**src/rtl/ui_uart_tx_arb.sv**
```systemverilog
// Round-robin arbiter and transmit sequencer: NUM_REQ byte producers share one
// UART TX line, each granted byte sent as an 8N1 / 8N2 frame on a 16x baud enable.
module ui_uart_tx_arb #(
   parameter int  NUM_REQ   = 4,
   parameter int  DATA_WID  = 8,
   parameter int  STOP_BITS = 1,
   localparam int ID_WID    = $clog2(NUM_REQ)
) (
   input  logic                        clk,
   input  logic                        rst_n,
   input  logic                        baud_x16_en,
   input  logic [NUM_REQ-1:0]          req_valid,
   input  logic [NUM_REQ*DATA_WID-1:0] req_data,
   output logic [NUM_REQ-1:0]          req_ready,
   output logic                        txd,
   output logic                        tx_busy,
   output logic [ID_WID-1:0]           grant_id
);

   typedef enum logic [1:0] {S_IDLE, S_START, S_DATA, S_STOP} state_t;

   state_t              state, state_d;
   logic [3:0]          os_cnt, os_cnt_d;
   logic [2:0]          bit_cnt, bit_cnt_d;
   logic [DATA_WID-1:0] shift, shift_d;
   logic [ID_WID-1:0]   last, last_d, gid_d;
   logic                txd_d, busy_d;
   logic [ID_WID-1:0]   pick;
   logic                any_valid;
   logic                bit_end;
   int                  idx;

   // Scan last+1 .. last+NUM_REQ; walking backwards lets the nearest valid index win.
   always_comb begin
      pick      = '0;
      any_valid = 1'b0;
      idx       = 0;
      for (int k = NUM_REQ; k >= 1; k--) begin
         idx = int'(last) + k;
         if (idx >= NUM_REQ) idx = idx - NUM_REQ;
         if (req_valid[ID_WID'(idx)]) begin
            pick      = ID_WID'(idx);
            any_valid = 1'b1;
         end
      end
   end

   always_comb begin
      req_ready = '0;
      if (state == S_IDLE && any_valid) req_ready[pick] = 1'b1;
   end

   assign bit_end = (state != S_IDLE) && baud_x16_en && (os_cnt == 4'd15);

   always_comb begin
      state_d   = state;
      os_cnt_d  = os_cnt;
      bit_cnt_d = bit_cnt;
      shift_d   = shift;
      last_d    = last;
      gid_d     = grant_id;
      txd_d     = txd;
      busy_d    = tx_busy;

      // Counter wraps 15 -> 0 on its own, which is exactly the bit-end reload.
      if (state == S_IDLE)  os_cnt_d = 4'd0;
      else if (baud_x16_en) os_cnt_d = os_cnt + 4'd1;

      case (state)
         S_IDLE: begin
            if (any_valid) begin
               shift_d  = req_data[DATA_WID*pick +: DATA_WID];
               gid_d    = pick;
               last_d   = pick;
               os_cnt_d = 4'd0;
               txd_d    = 1'b0;
               busy_d   = 1'b1;
               state_d  = S_START;
            end
         end
         S_START: begin
            if (bit_end) begin
               txd_d     = shift[0];
               bit_cnt_d = 3'd0;
               state_d   = S_DATA;
            end
         end
         S_DATA: begin
            if (bit_end) begin
               shift_d = shift >> 1;
               if (bit_cnt == 3'(DATA_WID-1)) begin
                  txd_d     = 1'b1;
                  bit_cnt_d = 3'd0;
                  state_d   = S_STOP;
               end else begin
                  txd_d     = shift[1];
                  bit_cnt_d = bit_cnt + 3'd1;
               end
            end
         end
         S_STOP: begin
            if (bit_end) begin
               if (bit_cnt == 3'(STOP_BITS-1)) begin
                  busy_d    = 1'b0;
                  bit_cnt_d = 3'd0;
                  state_d   = S_IDLE;
               end else begin
                  bit_cnt_d = bit_cnt + 3'd1;
               end
            end
         end
         default: state_d = S_IDLE;
      endcase
   end

   always_ff @(posedge clk or negedge rst_n) begin
      if (!rst_n) begin
         state    <= S_IDLE;
         os_cnt   <= 4'd0;
         bit_cnt  <= 3'd0;
         shift    <= '0;
         last     <= ID_WID'(NUM_REQ-1);
         grant_id <= '0;
         txd      <= 1'b1;
         tx_busy  <= 1'b0;
      end else begin
         state    <= state_d;
         os_cnt   <= os_cnt_d;
         bit_cnt  <= bit_cnt_d;
         shift    <= shift_d;
         last     <= last_d;
         grant_id <= gid_d;
         txd      <= txd_d;
         tx_busy  <= busy_d;
      end
   end

endmodule

```
**config.mk**
```make
export PLATFORM = sky130hd
export DESIGN_NAME = ui_uart_tx_arb
export DESIGN_NICKNAME = d
export VERILOG_FILES = /design/src/rtl/ui_uart_tx_arb.sv
export SDC_FILE = /design/constraint.sdc
export NUM_CORES = 1
export LEC_CHECK = 0
export ABC_AREA = 1
export BUFFER_PORTS_ARGS = -buffer_cell sky130_fd_sc_hd__buf_2
export CAP_MARGIN = 20
export CORE_UTILIZATION = 50
export CTS_CLUSTER_SIZE = 16
export DETAILED_ROUTE_END_ITERATION = 7
export PLACE_DENSITY = 0.76
export SYNTH_ARGS = -nofsm -noshare
export SYNTH_HDL_FRONTEND = slang
export SYNTH_SLANG_ARGS = --single-unit
```
**constraint.sdc**
```tcl
create_clock -name clk -period 2.7 [get_ports clk]
set_clock_uncertainty 0.2 [all_clocks]
set_input_delay 0.54 -clock clk [delete_from_list [all_inputs] [get_ports clk]]
set_output_delay 0.54 -clock clk [all_outputs]
set_load 0.02 [all_outputs]
```
# [Word level (Yosys, flattened, before mapping)]
# Cells that the tools add are included.
# Widths: inputs -> output; s select.
[word_totals] regBits=23 latch_bits=0 ramBits=0 romBits=0 input_bits=39 mem_count=0
[op_classes] n_addsub=10 mul=0 div_mod_pow=0 order_cmp=10 n_eq_ne=11 shifts=1 n_mux=56 n_bitwise=0 n_reduce_logical=17
[op_table] cell="$shiftx 32x6->8" n=1
[op_table] cell="$mux 2" n=14
[op_table] cell="$mux 1" n=20
[op_table] cell="$mux 4" n=5
[op_table] cell="$lt 2x4->1 const B" n=4
[op_table] cell="$mux 8" n=2
[op_table] cell="$pmux 8 s2" n=1
[op_table] cell="$mux 3" n=5
[op_table] cell="$ne 2x2->1 const B" n=6
[op_table] cell="$reduce_and 4->1" n=3
[op_table] cell="$ge 3x3->1 const B" n=3
[op_table] cell="$pmux 3 s3" n=1
[op_table] cell="$bmux 1 s2" n=4
[op_table] cell="$pmux 2 s4" n=1
[op_table] cell="$sub 2x1->2 const B" n=4
[op_table] cell="$add 2x2->3 const B" n=2
[op_table] cell="$reduce_and 6->1" n=1
[op_table] cell="$reduce_bool 2->1" n=3
[op_table] cell="$reduce_bool 3->1" n=2
[op_table] cell="$add 2x3->4 const B" n=1
[op_table] cell="$add 4x1->4 const B" n=1
[op_table] cell="$eq 2x2->1 const B" n=2
[op_table] cell="$eq 4x4->1 const B" n=1
[op_table] cell="$ge 4x3->1 const B" n=1
[op_table] cell="other kinds (14)" n=17

# [Depth between registers and ports, before layout]
[logic_depth] ltp_word=15 ltp_mapped=16 mapped_depth_nobuf=15

# [Worst setup path before layout]
# Ideal clock, no wire load.
[synth_path] path_type="register to output" startpoint="register last[0]" endpoint="output port req_ready[0]" arrival_ns=1.876 slack_ns=0.084 stages_incl_launch_ff=13 cell_sequence="dfstp_2 buf_6 inv_8 nand2_1 nand2_1 nand2_2 nand2_2 nand2_4 nand2_2 nand2_4 nand2_4 buf_4 nor3_1"
[synth_via] elab_chain_len=15
[synth_lines] element="start, declared" line_no="26" source="logic [ID_WID-1:0] last, last_d, gid_d;"
[synth_lines] element="start signal, assigned" line_no="122" source="last <= ID_WID'(NUM_REQ-1);"
[synth_lines] element="start signal, assigned" line_no="131" source="last <= last_d;"
[synth_lines] element="$add 2x3->4" line_no="39" source="idx = int'(last) + k;"
[synth_lines] element="$ge 4x3->1 / $sub 2x1->2 (equally long branches)" line_no="40" source="if (idx >= NUM_REQ) idx = idx - NUM_REQ;"
[synth_lines] element="$mux 2" line_no="40"
[synth_lines] element="$bmux 1 s2" line_no="41" source="if (req_valid[ID_WID'(idx)]) begin"
[synth_lines] element="$mux 1 (not written as such) (2 in a row)" line_no="41"
[synth_lines] element="$mux 2 (4 in a row)" line_no="41"
[synth_lines] element="$lt 2x3->1 (not written as such) / $ge 2x1->1 (equally long branches)" line_no="50" source="if (state == S_IDLE && any_valid) req_ready[pick] = 1'b1;"
[synth_lines] element="$logic_and 1x1->1 (not written as such)" line_no="50"
[synth_lines] element="$mux 1 (not written as such)" line_no="50"
[synth_lines] element="$demux 1 s2" line_no="50"
[synth_lines] element="$mux 4 (*)" line_no="50"
[synth_lines] element="end, declared" line_no="14" source="output logic [NUM_REQ-1:0] req_ready,"
# Mark *: on every way between the ends. The rest lies on a longest branch, timed or not. The select of a mux whose other input is x is not followed.

# [Worst setup path in the final report]
[layout_path] startpoint="register last[0]" endpoint="output port req_ready[1]"
# Same word-level chain as after synthesis.

==> run metrics <==
hold_ws=0.0358 ns; vias after detailed routing=1986; Warnings, synthesis=0; CTS max path bufs=2; final hold violation count=0; peak supply drop=588 uV; power per standard cell area=1400 mW/mm2; vias in the first global route=1769; fin worst setup slack=-0.175 ns; mapped cell area=0.00188 mm2; Top Ports=47; clk_lat worst skew=0.27 ns; status=complete, but fails checks; Post-DRT Antenna Nets=0; root buf cell=clkbuf_8; Fillers=303; Util after Layout=71.9%; CP Max Fanout=7; Synth Net Count=332; worst slack, placed=0.0902 ns; initial antenna violation count=0; total wire length=4.77 mm; initial core utilization=54.1%; most common cell after layout, fill and taps aside=nand2_1; Final Critical Period=2.88 ns; Tcrit/Tclk final=106%; Sum Neg Setup Slack=-0.543 ns; WS Path Type=flip-flop to primary output; most frequent cells in the layout=66 x nand2_1, 46 x inv_1, 42 x buf_2; pin count of the biggest net entering global routing=24; 1st-iter DRT viols=116; Synth top area share=26.7%; row count=21; Critical Path Start Type=flip-flop; synthesized area per cell=6.58 um2; Hold Crit Class=input pin to async pin; LEAKAGE=1.45 nW; final setup violation count=4; Relative slew margins=65.5%; wire length per cell=11.9 um; router iterations before antenna repair=4; CTS tree=built; P&R area growth vs syn=33.0%; Nets=403; first-pass GRT wire length=7.48 mm; Port Buffers=46; violated checks=setup timing; Fmax achieved=0.348 GHz; synth top area cells=dfrtp_1 27%, nand2_1 15%, inv_1 9.2%, nand3_1 9.1%, nor2_1 6.0%; Residual DRC=0; Clock transition at path regs=0.08 ns; die area=0.00400 mm2; Seq/Total Area, Yosys=30.9%; clock sink total=23; layout cells sized above 1=34.9%; Finished Cell Area=0.00249 mm2; DIE HEIGHT=63.2 um; post-DP HPWL=3.14 mm; TritonCTS Buffers=3; Max Cap Viol=0; Critical Path RT=1.96 ns; number of inserted diodes=0; GRT Resource Usage Total=23.3%; post-synth cell types=27; RSZ-0062 raised after global routing=true; Die W=63.2 um; H-Tree Depth=1; gr ovfl total=0; CP arrival=2.14 ns; Cell Area, Placed=0.00217 mm2; flops & latches, synth=23; max-slew violations=0; area leader, netlist=dfrtp_1; Critical Path Sink Type=primary output; Core ar.=0.00347 mm2; Post-Syn Instances=285; RePlAce Congestion=0.844; Vias/cell=4.95; Worst Tran Pin Value=0.517 ns
-- metal layers --
layer  track usage (%)  wire length (um)  vias up  share of wire (%)
li1                  -                 -     1021                  -
met1              28.4              2070      899                 43
met2              42.2              2430       56                 51
met3              3.26               168       10                3.5
met4              6.82               108        0                2.3
met5                 0                 0        -                  0
-- cells by family after synthesis --
group | synth area share [%]
AOI/OAI and AO/OA | 8.07
adders and majority gates | 5.34
buffers and inverters | 14.1
DFF | 30.9
and+or+nand+nor | 41.6
-- critical path, cell delays in order, from the launching register on --
cell and delay [ns]:
dfstp_2 0.71, nand2_1 0.13, nand2_2 0.12, nand2_2 0.07, nand2_4 0.07, inv_4 0.05, nand3_2 0.07, inv_2 0.05
nor2_4 0.08, inv_2 0.06, buf_4 0.14, nor3_2 0.13, buf_4 0.18
-- power by group --
| part | leakage [nW] | switching [W] | total [W] | internal (W) |
|---|---|---|---|---|
| combinational | 1.14 | 0.00155 | 0.00260 | 0.00105 |
| clock | 0.0255 | 0.000114 | 0.000217 | 0.000103 |
| sequential | 0.277 | 0.000143 | 0.000673 | 0.000530 |
-- through the flow --
stage	total power [W]	instances
3_3_place_gp	0.00270	379
5_1_grt	0.00382	401
2_1_floorplan	0.00229	285
3_5_place_dp	0.00274	379
6_report	0.00349	401
4_1_cts	0.00315	391
-- repair_timing --
action                                  in CTS  in global routing
hold buffers                                 0                  0
endpoints found under the setup margin       4                  4
resized for setup                           13                 25
setup buffers                                8                 10
pin swaps                                    8                 16
-- worst paths after layout --
kind | from | depth (start not counted) | slack (ns) | endpoint
setup / recovery | last[0] | 12 | -0.18 | req_ready[1]
hold / removal | rst_n | 1 | 0.04 | grant_id[0]
setup reg to reg | last[0] | 16 | 0.31 | shift[4]
hold reg to reg | shift[3] | 2 | 0.29 | shift[3]
max in group asynchronous | rst_n | 1 | 1.90 | txd
min in group clk | shift[3] | 2 | 0.29 | shift[3]
-- area by class of cell --
cell class,count,area [um2],share of cell area [%]
multi-input combinational,202,1150,46.2
clock inverter,1,5.00,0.201
clock buffer,3,41.3,1.66
sequential,23,579,23.2
inverter,55,219,8.78
timing repair buffer,71,439,17.6
tap,46,57.6,2.31
-- sequential cells by signal, summed over array words and instances, names as in the netlist --
register / flops
txd: 1
shift: 8
os_cnt: 4
grant_id: 2
bit_cnt: 3
last: 2
tx_busy: 1
state: 2
-- synth_stat cells, drive strengths merged --
| library cell | number |
|---|---|
| nand2 | 92 |
| inv | 54 |
| nand3 | 36 |
| nor2 | 31 |
| dfrtp | 20 |
| a21oi | 11 |
| o21ai | 11 |
| ha | 8 |
| nand3b | 6 |
| buf | 5 |
| dfstp | 3 |
| nor3 | 2 |
| o211ai | 2 |
| a31oi | 1 |
| clkinv | 1 |
| o2111ai | 1 |
| o21a | 1 |
(Power assumes the default switching activity.)
